[config.mk]
export PLATFORM = sky130hd
export DESIGN_NAME = mem_stage_flat
export DESIGN_NICKNAME = d
export VERILOG_FILES = /design/src/rtl/mem_pkg.sv /design/src/rtl/mem_stage_if.sv /design/src/rtl/mem_align.sv /design/src/rtl/mem_stage.sv /design/src/flat_wrapper.sv
export SDC_FILE = /design/constraint.sdc
export NUM_CORES = 1
export LEC_CHECK = 0
export ABC_AREA = 1
export BUFFER_PORTS_ARGS = -buffer_cell sky130_fd_sc_hd__buf_2
export CAP_MARGIN = 5
export CORE_MARGIN = 8
export CORE_UTILIZATION = 40
export DETAILED_ROUTE_END_ITERATION = 8
export GPL_TIMING_DRIVEN = 0
export PLACE_DENSITY_LB_ADDON = 0.08
export SETUP_SLACK_MARGIN = 0.1
export SLEW_MARGIN = 0
export SYNTH_ARGS = -nofsm -noshare
export SYNTH_HDL_FRONTEND = slang
export SYNTH_HIERARCHICAL = 1
export SYNTH_SLANG_ARGS = --single-unit
[constraint.sdc]
create_clock -name clk -period 4 [get_ports clk]
set_clock_uncertainty 0.2 [all_clocks]
set_input_delay 0.6 -clock clk [delete_from_list [all_inputs] [get_ports clk]]
set_output_delay 0.6 -clock clk [all_outputs]
set_load 0.02 [all_outputs]
[src/rtl/mem_pkg.sv]
// Shared definitions for the memory-access pipeline stage: widths, funct3
// encodings, FSM states and byte-enable patterns.
package mem_pkg;

  localparam int XLEN       = 32;
  localparam int REG_ADDR_W = 5;

  localparam logic [2:0] F3_LB  = 3'd0;
  localparam logic [2:0] F3_LH  = 3'd1;
  localparam logic [2:0] F3_LW  = 3'd2;
  localparam logic [2:0] F3_LBU = 3'd4;
  localparam logic [2:0] F3_LHU = 3'd5;
  localparam logic [2:0] F3_SB  = 3'd0;
  localparam logic [2:0] F3_SH  = 3'd1;
  localparam logic [2:0] F3_SW  = 3'd2;

  typedef enum logic {
    IDLE = 1'b0,
    BUSY = 1'b1
  } state_e;

  localparam logic [3:0] BE_NONE = 4'b0000;
  localparam logic [3:0] BE_BYTE = 4'b0001;
  localparam logic [3:0] BE_HALF = 4'b0011;
  localparam logic [3:0] BE_WORD = 4'b1111;

  function automatic logic [XLEN-1:0] word_align(input logic [XLEN-1:0] a);
    return {a[XLEN-1:2], 2'b00};
  endfunction

endpackage

[src/rtl/mem_stage_if.sv]
// Data-RAM request/ready bus between the memory stage (master) and the RAM (slave).
interface mem_stage_if import mem_pkg::*; ();

  logic            mem_req;
  logic            mem_we;
  logic [XLEN-1:0] mem_addr;
  logic [XLEN-1:0] mem_wdata;
  logic [3:0]      mem_be;
  logic            mem_ready;
  logic [XLEN-1:0] mem_rdata;

  modport master (
    output mem_req, mem_we, mem_addr, mem_wdata, mem_be,
    input  mem_ready, mem_rdata
  );

  modport slave (
    input  mem_req, mem_we, mem_addr, mem_wdata, mem_be,
    output mem_ready, mem_rdata
  );

endinterface

[src/rtl/mem_align.sv]
// Combinational datapath helpers: store lane replication and byte enables,
// fault detection for the incoming instruction, and load extraction/extension.
module mem_align import mem_pkg::*; (
  input  logic            load_in,
  input  logic            store_in,
  input  logic [2:0]      funct3_in,
  input  logic [1:0]      off_in,
  input  logic [XLEN-1:0] rs2_in,
  output logic            fault,
  output logic [XLEN-1:0] store_wdata,
  output logic [3:0]      store_be,
  input  logic [2:0]      ld_funct3,
  input  logic [1:0]      ld_off,
  input  logic [XLEN-1:0] rdata,
  output logic [XLEN-1:0] load_data
);

  logic        illegal_f3;
  logic        misaligned;
  logic [7:0]  byte_v;
  logic [15:0] half_v;

  always_comb begin
    illegal_f3 = 1'b0;
    if (load_in) begin
      illegal_f3 = (funct3_in == 3'd3) || (funct3_in == 3'd6) || (funct3_in == 3'd7);
    end else if (store_in) begin
      illegal_f3 = (funct3_in > F3_SW);
    end
    misaligned = ((funct3_in[1:0] == 2'b01) && off_in[0]) ||
                 ((funct3_in[1:0] == 2'b10) && (off_in != 2'b00));
    fault = (load_in && store_in) ||
            ((load_in || store_in) && (illegal_f3 || misaligned));
  end

  always_comb begin
    store_wdata = rs2_in;
    store_be    = BE_WORD;
    case (funct3_in[1:0])
      2'b00: begin
        store_wdata = {4{rs2_in[7:0]}};
        store_be    = BE_BYTE << off_in;
      end
      2'b01: begin
        store_wdata = {2{rs2_in[15:0]}};
        store_be    = BE_HALF << off_in;
      end
      default: begin
        store_wdata = rs2_in;
        store_be    = BE_WORD;
      end
    endcase
  end

  // Byte lane chosen by the low address bits; halfwords use only bit 1.
  always_comb begin
    byte_v    = rdata[{ld_off, 3'b000} +: 8];
    half_v    = rdata[{ld_off[1], 4'b0000} +: 16];
    load_data = rdata;
    case (ld_funct3)
      F3_LB:   load_data = {{(XLEN-8){byte_v[7]}}, byte_v};
      F3_LH:   load_data = {{(XLEN-16){half_v[15]}}, half_v};
      F3_LBU:  load_data = {{(XLEN-8){1'b0}}, byte_v};
      F3_LHU:  load_data = {{(XLEN-16){1'b0}}, half_v};
      default: load_data = rdata;
    endcase
  end

endmodule

[src/rtl/mem_stage.sv]
// Memory-access pipeline stage: passes ALU results through in one cycle and
// runs loads/stores through the RAM handshake while stalling upstream.
module mem_stage import mem_pkg::*; (
  input  logic                  clk,
  input  logic                  rst,
  input  logic                  valid_in,
  input  logic [XLEN-1:0]       addr_in,
  input  logic [XLEN-1:0]       rs2_data_in,
  input  logic                  load_in,
  input  logic                  store_in,
  input  logic [2:0]            funct3_in,
  input  logic                  reg_write_in,
  input  logic [REG_ADDR_W-1:0] wb_addr_in,
  output logic                  stall_out,
  mem_stage_if.master           bus,
  output logic                  wb_valid,
  output logic [XLEN-1:0]       wb_data,
  output logic                  wb_reg_write,
  output logic [REG_ADDR_W-1:0] wb_addr,
  output logic                  exc_out
);

  state_e                state_q, state_d;
  logic [XLEN-1:0]       req_addr_q, req_addr_d;
  logic [2:0]            req_funct3_q, req_funct3_d;
  logic [REG_ADDR_W-1:0] req_rd_q, req_rd_d;
  logic                  req_reg_write_q, req_reg_write_d;
  logic [3:0]            req_be_q, req_be_d;
  logic [XLEN-1:0]       req_wdata_q, req_wdata_d;
  logic                  req_we_q, req_we_d;
  logic                  wb_valid_q, wb_valid_d;
  logic [XLEN-1:0]       wb_data_q, wb_data_d;
  logic                  wb_reg_write_q, wb_reg_write_d;
  logic [REG_ADDR_W-1:0] wb_addr_q, wb_addr_d;
  logic                  exc_q, exc_d;

  logic                  fault;
  logic                  mem_op;
  logic [XLEN-1:0]       store_wdata;
  logic [3:0]            store_be;
  logic [XLEN-1:0]       load_data;

  mem_align u_align (
    .load_in     (load_in),
    .store_in    (store_in),
    .funct3_in   (funct3_in),
    .off_in      (addr_in[1:0]),
    .rs2_in      (rs2_data_in),
    .fault       (fault),
    .store_wdata (store_wdata),
    .store_be    (store_be),
    .ld_funct3   (req_funct3_q),
    .ld_off      (req_addr_q[1:0]),
    .rdata       (bus.mem_rdata),
    .load_data   (load_data)
  );

  assign mem_op = load_in || store_in;

  always_comb begin
    state_d         = state_q;
    req_addr_d      = req_addr_q;
    req_funct3_d    = req_funct3_q;
    req_rd_d        = req_rd_q;
    req_reg_write_d = req_reg_write_q;
    req_be_d        = req_be_q;
    req_wdata_d     = req_wdata_q;
    req_we_d        = req_we_q;
    wb_valid_d      = wb_valid_q;
    wb_data_d       = wb_data_q;
    wb_reg_write_d  = wb_reg_write_q;
    wb_addr_d       = wb_addr_q;
    exc_d           = exc_q;
    stall_out       = 1'b0;

    case (state_q)
      IDLE: begin
        stall_out = valid_in && mem_op && !fault;
        if (!valid_in) begin
          wb_valid_d = 1'b0;
          exc_d      = 1'b0;
        end else if (!mem_op) begin
          wb_valid_d     = 1'b1;
          wb_data_d      = addr_in;
          wb_reg_write_d = reg_write_in;
          wb_addr_d      = wb_addr_in;
          exc_d          = 1'b0;
        end else if (fault) begin
          wb_valid_d     = 1'b1;
          wb_reg_write_d = 1'b0;
          wb_addr_d      = wb_addr_in;
          exc_d          = 1'b1;
        end else begin
          // Loads leave write data and enables at zero so the RAM never sees stale lanes.
          req_addr_d      = addr_in;
          req_funct3_d    = funct3_in;
          req_rd_d        = wb_addr_in;
          req_reg_write_d = reg_write_in;
          req_we_d        = store_in;
          req_be_d        = store_in ? store_be : BE_NONE;
          req_wdata_d     = store_in ? store_wdata : '0;
          wb_valid_d      = 1'b0;
          exc_d           = 1'b0;
          state_d         = BUSY;
        end
      end
      BUSY: begin
        stall_out = !bus.mem_ready;
        if (bus.mem_ready) begin
          wb_valid_d = 1'b1;
          exc_d      = 1'b0;
          wb_addr_d  = req_rd_q;
          state_d    = IDLE;
          if (req_we_q) begin
            wb_reg_write_d = 1'b0;
          end else begin
            wb_data_d      = load_data;
            wb_reg_write_d = req_reg_write_q;
          end
        end
      end
      default: state_d = IDLE;
    endcase
  end

  // Reset withdraws any in-flight request immediately by returning to IDLE.
  always_ff @(posedge clk or posedge rst) begin
    if (rst) begin
      state_q         <= IDLE;
      req_addr_q      <= '0;
      req_funct3_q    <= '0;
      req_rd_q        <= '0;
      req_reg_write_q <= 1'b0;
      req_be_q        <= '0;
      req_wdata_q     <= '0;
      req_we_q        <= 1'b0;
      wb_valid_q      <= 1'b0;
      wb_data_q       <= '0;
      wb_reg_write_q  <= 1'b0;
      wb_addr_q       <= '0;
      exc_q           <= 1'b0;
    end else begin
      state_q         <= state_d;
      req_addr_q      <= req_addr_d;
      req_funct3_q    <= req_funct3_d;
      req_rd_q        <= req_rd_d;
      req_reg_write_q <= req_reg_write_d;
      req_be_q        <= req_be_d;
      req_wdata_q     <= req_wdata_d;
      req_we_q        <= req_we_d;
      wb_valid_q      <= wb_valid_d;
      wb_data_q       <= wb_data_d;
      wb_reg_write_q  <= wb_reg_write_d;
      wb_addr_q       <= wb_addr_d;
      exc_q           <= exc_d;
    end
  end

  assign bus.mem_req   = (state_q == BUSY);
  assign bus.mem_we    = req_we_q;
  assign bus.mem_addr  = word_align(req_addr_q);
  assign bus.mem_wdata = req_wdata_q;
  assign bus.mem_be    = req_be_q;

  assign wb_valid     = wb_valid_q;
  assign wb_data      = wb_data_q;
  assign wb_reg_write = wb_reg_write_q;
  assign wb_addr      = wb_addr_q;
  assign exc_out      = exc_q;

endmodule
[src/flat_wrapper.sv]
// flat-port wrapper written by rule: the top's interface ports become plain ports
module mem_stage_flat import mem_pkg::*;
  (clk, rst, valid_in, addr_in, rs2_data_in, load_in, store_in, funct3_in, reg_write_in, wb_addr_in, stall_out, wb_valid, wb_data, wb_reg_write, wb_addr, exc_out, bus_mem_req, bus_mem_we, bus_mem_addr, bus_mem_wdata, bus_mem_be, bus_mem_ready, bus_mem_rdata);
  mem_stage_if bus_i ();
  input  logic clk;
  input  logic rst;
  input  logic valid_in;
  input  logic [XLEN-1:0] addr_in;
  input  logic [XLEN-1:0] rs2_data_in;
  input  logic load_in;
  input  logic store_in;
  input  logic [2:0] funct3_in;
  input  logic reg_write_in;
  input  logic [REG_ADDR_W-1:0] wb_addr_in;
  output logic stall_out;
  output logic wb_valid;
  output logic [XLEN-1:0] wb_data;
  output logic wb_reg_write;
  output logic [REG_ADDR_W-1:0] wb_addr;
  output logic exc_out;
  output wire logic [$bits(bus_i.mem_req)-1:0] bus_mem_req;
  output wire logic [$bits(bus_i.mem_we)-1:0] bus_mem_we;
  output wire logic [$bits(bus_i.mem_addr)-1:0] bus_mem_addr;
  output wire logic [$bits(bus_i.mem_wdata)-1:0] bus_mem_wdata;
  output wire logic [$bits(bus_i.mem_be)-1:0] bus_mem_be;
  input wire logic [$bits(bus_i.mem_ready)-1:0] bus_mem_ready;
  input wire logic [$bits(bus_i.mem_rdata)-1:0] bus_mem_rdata;
  assign bus_mem_req = bus_i.mem_req;
  assign bus_mem_we = bus_i.mem_we;
  assign bus_mem_addr = bus_i.mem_addr;
  assign bus_mem_wdata = bus_i.mem_wdata;
  assign bus_mem_be = bus_i.mem_be;
  assign bus_i.mem_ready = bus_mem_ready;
  assign bus_i.mem_rdata = bus_mem_rdata;
  mem_stage u_core (.clk(clk), .rst(rst), .valid_in(valid_in), .addr_in(addr_in), .rs2_data_in(rs2_data_in), .load_in(load_in), .store_in(store_in), .funct3_in(funct3_in), .reg_write_in(reg_write_in), .wb_addr_in(wb_addr_in), .stall_out(stall_out), .bus(bus_i), .wb_valid(wb_valid), .wb_data(wb_data), .wb_reg_write(wb_reg_write), .wb_addr(wb_addr), .exc_out(exc_out));
endmodule
==> impl_metrics.tcl, run 1 <==
set metrics [dict create \
    status "complete, no violations" \
    synthFlopType "dfrtp_1" \
    grt_max_degree 40 \
    yosysUniqueCellTypes 30 \
    synth-seq-cells 119 \
    synth_edf_count 0 \
    comb_power_share_pct 39.3 \
    leakagePower_nw 5.162 \
    rows 49 \
    h-tree-depth 4 \
    antenna_found_initial 3 \
    crit_type "in2out" \
    start_util_pct 40.27 \
    drt_iter0_markers 324 \
    synthesis.area_mm2 0.007136 \
    preCtsSetupSlack_ps 637.0 \
    grt_use_total_pct 20.68 \
    syn_area_per_cell_um2 7.511 \
    fp.dieH_um 149.6 \
    clock_sinks 119 \
    grt_overflow 0 \
    final.period_utilization_pct 84.03 \
    reg2reg_depth 12 \
    p_per_area_mw_per_mm2 584.8 \
    wl_met3_mm 1.860 \
    grt_pass1_vias 6843 \
    synth_top_area_share_pct 41.73 \
    dp_hpwl_mm 17.82 \
    peakVddDrop_uv 290.9 \
    multi_input_area_mm2 0.003157 \
    drive_gt1_share_pct 37.31 \
    worst_hold_path.endpoint "u_core/req_addr_q[21]$_DFFE_PP0P_" \
    p_seq_share_pct 32.3 \
    regToRegSetupSlack_ps 2140 \
    finalSetupTns_ps 0 \
    fmax_ghz 0.2975 \
    num_vias 6885 \
    cts_buffers 17 \
    synthArstFlopShare_pct 100.0 \
    place.port_buffers 219 \
    hp-start "addr_in[21]" \
    core_area_mm2 0.01772 \
    wl_met2_mm 10.82 \
    swShare_pct 39.14 \
    rsz0062_at_grt "no" \
    maxSlewViolCount 0 \
    end_kind "output port" \
    ctsHoldBuffers 1 \
    cts_buffer_depth 2 \
    finalHoldViolations 0 \
    yosysTopAreaCell "dfrtp_1" \
    regArea_mm2 0.002978 \
    avgRoutedWirePerCell_um 15.94 \
    num-nets-final 1304 \
    die-area_mm2 0.02237 \
    synthToLayoutAreaGrowth_pct 28.83 \
    cp.arrival_ps 2560 \
    seq_area_frac_synth_pct 41.73 \
    gp_congestion 0.8908 \
    hold_path.class "in2reg" \
    cp_max_fo 10 \
    setup_viol 0 \
    cts_root_buf "clkbuf_16" \
    vias_per_cell 4.788 \
    design_area_mm2 0.009193 \
    cts_resized 0 \
    fill_cells 1861 \
    cts_tree "built" \
    fin_crit_ps 3361 \
    highest_layer "met5" \
    yosys-top-cells-count "nand2_1 (380), dfrtp_1 (119), inv_1 (73), nand3_1 (70), o21ai_2 (70)" \
    p_clk_share_pct 28.4 \
    worst_slack_ps 638.9 \
    crit_start "funct3_in[0]" \
    worst_setup_path_start_kind "input port" \
    place_area_mm2 0.008586 \
    cts_post_setup_buffers_inserted 0 \
    drcViolationCount 0 \
    p_int_mw 3.272 \
    yosysWarnings 6 \
    wl_met1_mm 9.875 \
    clk_latency_ps 420 \
    cap_viol_max_count 0 \
    post-route-util_pct 51.88 \
    timing.rr.start "u_core/req_addr_q[1]$_DFFE_PP0P_" \
    ant_nets 0 \
    synthesis.instances 950 \
    worstPathRequired_ps 3200 \
    grt_pass1_wl_mm 36.12 \
    die-width_um 149.6 \
    clk_pin_slew_worst_paths_ps 60 \
    synth.most_common_cell "nand2_1" \
    routed_wl_mm 22.92 \
    dr.pass1.iters 5 \
    yosys-top-cells-area "dfrtp_1 (42%), nand2_1 (20%), o21ai_2 (8.6%)" \
    hold_path_depth 3 \
    regToRegEndpoint "u_core/wb_data[24]$_DFFE_PP0P_" \
    power.switching_mw 2.104 \
    ios 222 \
]
==> routing by layer <==
| metal | up-vias | GRT usage (%) |
|---|---|---|
| met2 | 241 | 33.06 |
| met1 | 3171 | 26.15 |
| met4 | 4 | 6.461 |
| li1 | 3441 | - |
| met5 | - | 0 |
| met3 | 28 | 6.471 |
==> power by group through the flow <==
| stage | combinational [mW] | sequential, mW | clock, mW |
|---|---|---|---|
| global placement | 2.11 | 1.76 | 0 |
| global route | 2.33 | 1.78 | 1.63 |
| CTS | 2.14 | 1.74 | 1.57 |
| floorplan | 1.19 | 2.01 | 0 |
| finish | 2.11 | 1.73 | 1.53 |
| detailed placement | 2.14 | 1.76 | 0 |
==> through the flow <==
stage	std cells	power (mW)	hold WS, ps
after global routing	1436	5.738	232.1
after CTS	1435	5.453	230.6
after detailed placement	1402	3.891	254.7
after floorplan	951	3.199	255.3
final	1438	5.376	250.5
after global placement	1399	3.869	253.6
==> cell usage in the layout, fill, tap and decap left out, types with 6 or more instances in the layout <==
cell / n
inv_2: 6
nand3_1: 70
nor2_1: 24
clkbuf_1: 7
clkinvlp_4: 7
nand2_2: 8
nand2_1: 380
buf_6: 14
inv_1: 72
o211ai_1: 6
o21ai_2: 70
o21ai_0: 42
buf_4: 56
a21oi_1: 13
clkbuf_16: 17
dfrtp_1: 119
o21ai_1: 14
buf_2: 237
==> worst max-delay path: stages <==
cell	delay [ps]
buf_2	160
inv_1	70
nor2_1	340
nand2_1	110
nand3_1	90
nor2_1	40
nor2_1	260
nor2_4	60
nand2_1	80
buf_2	280
buf_4	240
nand2_1	70
buf_2	160
==> final cells by class <==
cell class	instances	area share, %
multi-input combinational	656	34.34
sequential	119	32.39
timing repair buffer	223	12.69
buffer	96	7.636
clock buffer	18	4.777
inverter	80	3.335
tap	229	3.117
clock inverter	14	1.633
antenna	3	0.08167
==> sequential cells by signal, indices dropped and copies added, names as in the netlist <==
register,flops
u_core/bus.mem_wdata,32
u_core/bus.mem_req,1
u_core/req_rd_q,5
u_core/req_addr_q,32
u_core/exc_out,1
u_core/wb_data,32
u_core/wb_valid,1
u_core/bus.mem_be,4
u_core/req_funct3_q,3
u_core/req_reg_write_q,1
u_core/wb_reg_write,1
u_core/wb_addr,5
u_core/bus.mem_we,1
==> how the worst max path moves through the flow <==
stage                endpoint  slack, ps  depth (start not counted)
detailed placement  stall_out        640                         13
global route        stall_out        450                         13
floorplan           stall_out       1380                         11
global placement    stall_out        640                         13
CTS                 stall_out        600                         13
finish              stall_out        640                         13
==> cell families after synthesis <==
group | count (synthesis) | share of synthesized area (%)
other | 1 | 0.05255
and+or+nand+nor | 503 | 29.37
DFF | 119 | 41.73
buffers and inverters | 176 | 14.08
AOI/OAI and AO/OA | 151 | 14.76
Note: power is estimated with default switching activity, not from simulation.
==> run 2: changes to the inputs <==
==> constraint.sdc (replaced) <==
create_clock -name clk -period 2.77 [get_ports clk]
set_clock_uncertainty 0.2 [all_clocks]
set_input_delay 0.4155 -clock clk [delete_from_list [all_inputs] [get_ports clk]]
set_output_delay 0.4155 -clock clk [all_outputs]
set_load 0.02 [all_outputs]
==> run 2 against run 1 <==
Against the previous run: total power increased by 45%; final cell count increased by 0.14%; sequential cell count unchanged.
==> impl_metrics.tcl, run 2 (synthesized netlist as in run 1, its figures left out) <==
set metrics [dict create \
    status "complete, no violations" \
    cpPeakStageDelay_ps 170 \
    start_util_pct 40.27 \
    grt_overflow 0 \
    worst_setup_path_start_kind "input port" \
    final_cell_mix "nand2_1 (380), buf_2 (236), dfrtp_1 (119)" \
    drcViolationCount 0 \
    drive_gt1_share_pct 37.58 \
    dp_hpwl_mm 17.82 \
    clk_latency_ps 420 \
    grt_pass1_wl_mm 36.14 \
    worst_slack_ps 318.8 \
    cts_buffer_depth 2 \
    die-area_mm2 0.02237 \
    wl_met2_mm 10.84 \
    fp.dieH_um 149.6 \
    critPathCapture "stall_out" \
    cts_buffers 17 \
    setup_viol 0 \
    die-width_um 149.6 \
    leakagePower_nw 5.177 \
    end_kind "output port" \
    peakVddDrop_uv 418.2 \
    cp.arrival_ps 1840 \
    regToRegEndpoint "u_core/wb_data[24]$_DFFE_PP0P_" \
    place_area_mm2 0.008586 \
    crit_cells 13 \
    worstPathRequired_ps 2150 \
    clock_sinks 119 \
    reg2reg_depth 12 \
    wl_met1_mm 9.894 \
    dr.pass1.iters 5 \
    vias_per_cell 4.781 \
    core_area_mm2 0.01772 \
    num_vias 6885 \
    rsz0062_at_grt "no" \
    preCtsSetupSlack_ps -224.0 \
    synthToLayoutAreaGrowth_pct 29.32 \
    final_common_cell "nand2_1" \
    grt_pass1_vias 6840 \
    crit_start "funct3_in[0]" \
    rows 49 \
    critical_path.cell_chain "buf_2 -> inv_1 -> nor2_4 -> nand2_1 -> nand3_1 -> nor2_1 -> nor2_2 -> nor2_4 -> nand2_1 -> buf_6 -> buf_6 -> nand2_1 -> buf_2" \
    finalHoldViolations 0 \
    fin_crit_ps 2451 \
    gp_congestion 0.8908 \
    ios 222 \
    slowest_stage "nor2_2" \
    ant_nets 0 \
    post-route-util_pct 52.08 \
    fin_hold_ws_ps 67.11 \
    grt_use_total_pct 20.69 \
    hold_path.class "in2reg" \
    num-nets-final 1306 \
    regToRegSetupSlack_ps 910 \
    cts_tree "built" \
    avgRoutedWirePerCell_um 15.94 \
    highest_layer "met5" \
    cts_root_buf "clkbuf_16" \
    design_area_mm2 0.009228 \
    final_cells 1440 \
    place.port_buffers 219 \
    clk_pin_slew_worst_paths_ps 60 \
    timing.rr.start "u_core/req_addr_q[1]$_DFFE_PP0P_" \
    placed_cells 1402 \
    routed_wl_mm 22.95 \
    cp_max_fo 10 \
    antenna_found_initial 3 \
    wl_met3_mm 1.930 \
    final.period_utilization_pct 88.49 \
    drt_iter0_markers 364 \
    maxSlewViolCount 0 \
    crit_type "in2out" \
    p_per_area_mw_per_mm2 841.9 \
    cap_viol_max_count 0 \
    path_common_cell "nand2_1" \
    cp_num_buf_inv 5 \
    grt_max_degree 40 \
    crit_family "buffers and inverters" \
    fmax_ghz 0.4080 \
    h-tree-depth 4 \
]
-- run 2: cell types whose count changed in the layout (fill, tap and decap cells not counted) --
cell,previous run,this run
buf_6,14,16
nor2_1,24,22
buf_2,237,236
buf_4,56,57
nor2_2,1,2
nor2_4,4,5
-- run 2: tightest hold or removal path, delay by kind of cell --
family	cells	cell delay [ps]
buf+inv	2	160
compound gates	1	60
-- run 2: stage by stage --
| stage | TNS, ps | total power [mW] |
|---|---|---|
| finish | 0 | 7.769 |
| global route | 0 | 8.293 |
| CTS | 0 | 7.877 |
| detailed placement | -224.0 | 5.619 |
| global placement | -25550 | 5.587 |
| floorplan | 0 | 4.619 |
-- run 2: how the worst min path moves through the flow --
stage	from	slack [ps]	to	depth (start not counted)
finish	addr_in[21]	70	u_core/req_addr_q[21]$_DFFE_PP0P_	3
CTS	wb_addr_in[0]	50	u_core/req_rd_q[0]$_DFFE_PP0P_	3
detailed placement	rst	210	u_core/bus.mem_wdata[11]$_DFFE_PP0P_	2
global placement	u_core/wb_addr[4]$_DFFE_PP0P_	250	u_core/wb_addr[4]$_DFFE_PP0P_	2
floorplan	u_core/req_rd_q[0]$_DFFE_PP0P_	260	u_core/req_rd_q[0]$_DFFE_PP0P_	2
global route	wb_addr_in[1]	50	u_core/req_rd_q[1]$_DFFE_PP0P_	3
-- run 2: metal layers --
layer	track usage, %	up-vias
li1	-	3450
met1	26.22	3172
met2	33.13	237
met3	6.411	22
met4	6.259	4
met5	0	-
-- run 2: cell type report --
class,count,area (um^2)
timing repair buffer,225,1181
sequential,119,2978
fill,1861,8491
clock buffer,18,439.2
tap,229,286.5
buffer,96,711.9
inverter,80,306.5
antenna,3,7.507
multi-input combinational,656,3167
clock inverter,14,150.1
-- run 2: power breakdown --
group          total [mW]  switching [mW]  internal (mW)
registers            2.51           0.280           2.23
logic                3.06            1.91           1.15
clock network        2.20           0.852           1.35
-- run 2: timing repair --
action | in CTS | in global routing
pin swaps | 0 | 2
setup endpoints to repair | 1 | 1
gates cloned | 0 | 0
hold buffers | 1 | 0
resized for setup | 4 | 2
setup buffers | 0 | 2
endpoints found under the hold margin | 11 | 0
==> run 3: changes to the inputs <==
--- a/config.mk
+++ b/config.mk
@@ -5,14 +5,13 @@
 export SDC_FILE = /design/constraint.sdc
 export NUM_CORES = 1
 export LEC_CHECK = 0
-export ABC_AREA = 1
 export BUFFER_PORTS_ARGS = -buffer_cell sky130_fd_sc_hd__buf_2
 export CAP_MARGIN = 5
 export CORE_MARGIN = 8
 export CORE_UTILIZATION = 40
 export DETAILED_ROUTE_END_ITERATION = 8
 export GPL_TIMING_DRIVEN = 0
-export PLACE_DENSITY_LB_ADDON = 0.08
+export PLACE_DENSITY = 0.68
 export SETUP_SLACK_MARGIN = 0.1
 export SLEW_MARGIN = 0
 export SYNTH_ARGS = -nofsm -noshare
==> run 3 against run 2 <==
Against the previous run: combinational power rose by 6%; total power is 6.3% higher; hold slack lost 34 ps; design area fell by 2.6%; sequential power grew 4%; register-to-register slack got worse by 660 ps; final cell count down 24%; highest routed layer unchanged.
==> impl_metrics.tcl, run 3 <==
set metrics [dict create \
    hold_path_depth 2 \
    clk_pin_slew_worst_paths_ps 50 \
    worst_slack_ps 156.6 \
    synth_top_area_share_pct 44.05 \
    synth_edf_count 0 \
    synthFlopType "dfrtp_1" \
    place.port_buffers 219 \
    synthesis.instances 615 \
    die-area_mm2 0.02132 \
    setup_viol 0 \
    cp.arrival_ps 2000 \
    drt_iter0_markers 282 \
    drcViolationCount 0 \
    cts_tree "built" \
    syn_area_per_cell_um2 10.99 \
    grt_max_degree 40 \
    yosys-top-cells-count "mux2_2 (123), dfrtp_1 (119), o21ai_0 (48), buf_4 (41), inv_1 (39)" \
    total_power_mw 8.255 \
    synthToLayoutAreaGrowth_pct 32.93 \
    fp.dieH_um 146 \
    worstPathRequired_ps 2150 \
    max_slew.worst_pin.slew_ps 732.0 \
    rsz0062_at_grt "no" \
    end_kind "output port" \
    final_cells 1098 \
    cts_buffers 17 \
    drive_gt1_share_pct 52.51 \
    synth.most_common_cell "mux2_2" \
    p_int_mw 5.375 \
    clk_latency_ps 410 \
    ant_nets 0 \
    cap_viol_max_count 0 \
    finalHoldViolations 0 \
    post-route-util_pct 54.19 \
    swShare_pct 34.88 \
    p_seq_share_pct 31.8 \
    comb_power_share_pct 39.3 \
    maxSlewViolCount 0 \
    synth-seq-cells 119 \
    cts_root_buf "clkbuf_16" \
    ios 222 \
    peakVddDrop_uv 411.0 \
    final_cell_mix "buf_2 (224), mux2_2 (123), dfrtp_1 (119)" \
    yosysTopAreaCell "dfrtp_1" \
    h-tree-depth 4 \
    num_vias 5653 \
    fin_crit_ps 2613 \
    rows 47 \
    yosys-top-cells-area "dfrtp_1 (44%), mux2_2 (20%), buf_4 (4.6%)" \
    hold_path.class "in2reg" \
    grt_pass1_wl_mm 32.45 \
    antenna_cells 0 \
    status "complete, no violations" \
    fin_hold_ws_ps 33.12 \
    seq_area_frac_synth_pct 44.05 \
    yosysWarnings 6 \
    clock_sinks 119 \
    power.switching_mw 2.879 \
    gp_congestion 0.8746 \
    slew_headroom_pct 51.02 \
    start_util_pct 40.77 \
    antenna_found_initial 1 \
    dr.pass1.iters 4 \
    worst_setup_path_start_kind "input port" \
    leakagePower_nw 4.293 \
    fmax_ghz 0.3826 \
    preCtsSetupSlack_ps -283.5 \
    p_clk_share_pct 29.0 \
    final.period_utilization_pct 94.35 \
    p_per_area_mw_per_mm2 918.6 \
    grt_overflow 0 \
    final_common_cell "buf_2" \
    core_area_mm2 0.01658 \
    num-nets-final 978 \
    vias_per_cell 5.148 \
    avgRoutedWirePerCell_um 18.78 \
    crit_type "in2out" \
    regToRegSetupSlack_ps 250 \
    die-width_um 146 \
    grt_use_total_pct 19.13 \
    synthesis.area_mm2 0.006760 \
    dp_hpwl_mm 15.87 \
    synthArstFlopShare_pct 100.0 \
    cts_buffer_depth 2 \
    cp_max_fo 9 \
    placed_cells 1058 \
    grt_pass1_vias 5905 \
    reg2reg_depth 7 \
    routed_wl_mm 20.62 \
    yosysUniqueCellTypes 40 \
]
[run 3: through the flow]
step,TNS [ps],cell area [um^2]
2_1_floorplan,0,6768
6_report,0,8986
3_5_place_dp,-6312,8199
5_1_grt,0,8986
4_1_cts,0,8934
3_3_place_gp,-25430,8139
[run 3: repair_timing]
| item | CTS | global route |
|---|---|---|
| hold buffers | 1 | 0 |
| pin swaps | 3 | 4 |
| setup buffers | 8 | 1 |
| resized for setup | 8 | 23 |
| hold endpoints to repair | 17 | 0 |
| endpoints found under the setup margin | 1 | 67 |
[run 3: worst paths after layout]
| kind | start | end |
|---|---|---|
| min in group asynchronous | rst | u_core/bus.mem_wdata[3]$_DFFE_PP0P_ |
| worst min register to register | u_core/wb_data[20]$_DFFE_PP0P_ | u_core/wb_data[20]$_DFFE_PP0P_ |
| worst min-delay path | addr_in[31] | u_core/req_addr_q[31]$_DFFE_PP0P_ |
| worst max register to register | u_core/req_addr_q[0]$_DFFE_PP0P_ | u_core/wb_data[25]$_DFFE_PP0P_ |
| max in group asynchronous | rst | u_core/req_addr_q[22]$_DFFE_PP0P_ |
| worst max-delay path | addr_in[0] | stall_out |
[run 3: cells by family (layout without fill, tap and decap cells)]
| family | after synthesis | count (layout) | synth area share [%] |
|---|---|---|---|
| flip-flops | 119 | 119 | 44.05 |
| other | 1 | 2 | 0.05547 |
| AO/OA/AOI/OAI | 108 | 108 | 10.64 |
| AND/OR/NAND/NOR | 100 | 100 | 8.792 |
| buffers and inverters | 128 | 390 | 10.16 |
| multiplexers | 159 | 159 | 26.30 |
[run 3: cell type report]
type | count | area [um^2]
tap | 220 | 275.3
sequential | 119 | 2978
clock inverter | 7 | 141.4
buffer | 88 | 568.0
fill | 1524 | 7597
clock buffer | 23 | 498.0
inverter | 40 | 153.9
multi-input combinational | 369 | 3127
timing repair buffer | 232 | 1245
[run 3: worst max-delay path, stage by stage]
cell and delay (ps):
buf_4 160, or4_4 540, a31oi_4 150, a21oi_2 50, nor2_1 130, and3_4 220, buf_8 100, or2_2 100
buf_6 110
[run 3: power groups by stage]
stage | sequential, mW | clock, mW | combinational [mW]
after floorplan | 3.10 | 0 | 1.69
after global placement | 2.64 | 0 | 3.17
after detailed placement | 2.65 | 0 | 3.23
after CTS | 2.63 | 2.44 | 3.26
after global routing | 2.71 | 2.52 | 3.49
final | 2.62 | 2.39 | 3.24
[run 3: metal layers]
| layer | vias up | GRT usage, % | wire length, um |
|---|---|---|---|
| li1 | 2656 | - | - |
| met1 | 2740 | 23.64 | 8839 |
| met2 | 227 | 30.60 | 9672 |
| met3 | 28 | 6.903 | 1767 |
| met4 | 2 | 5.925 | 334 |
| met5 | - | 0 | 8 |
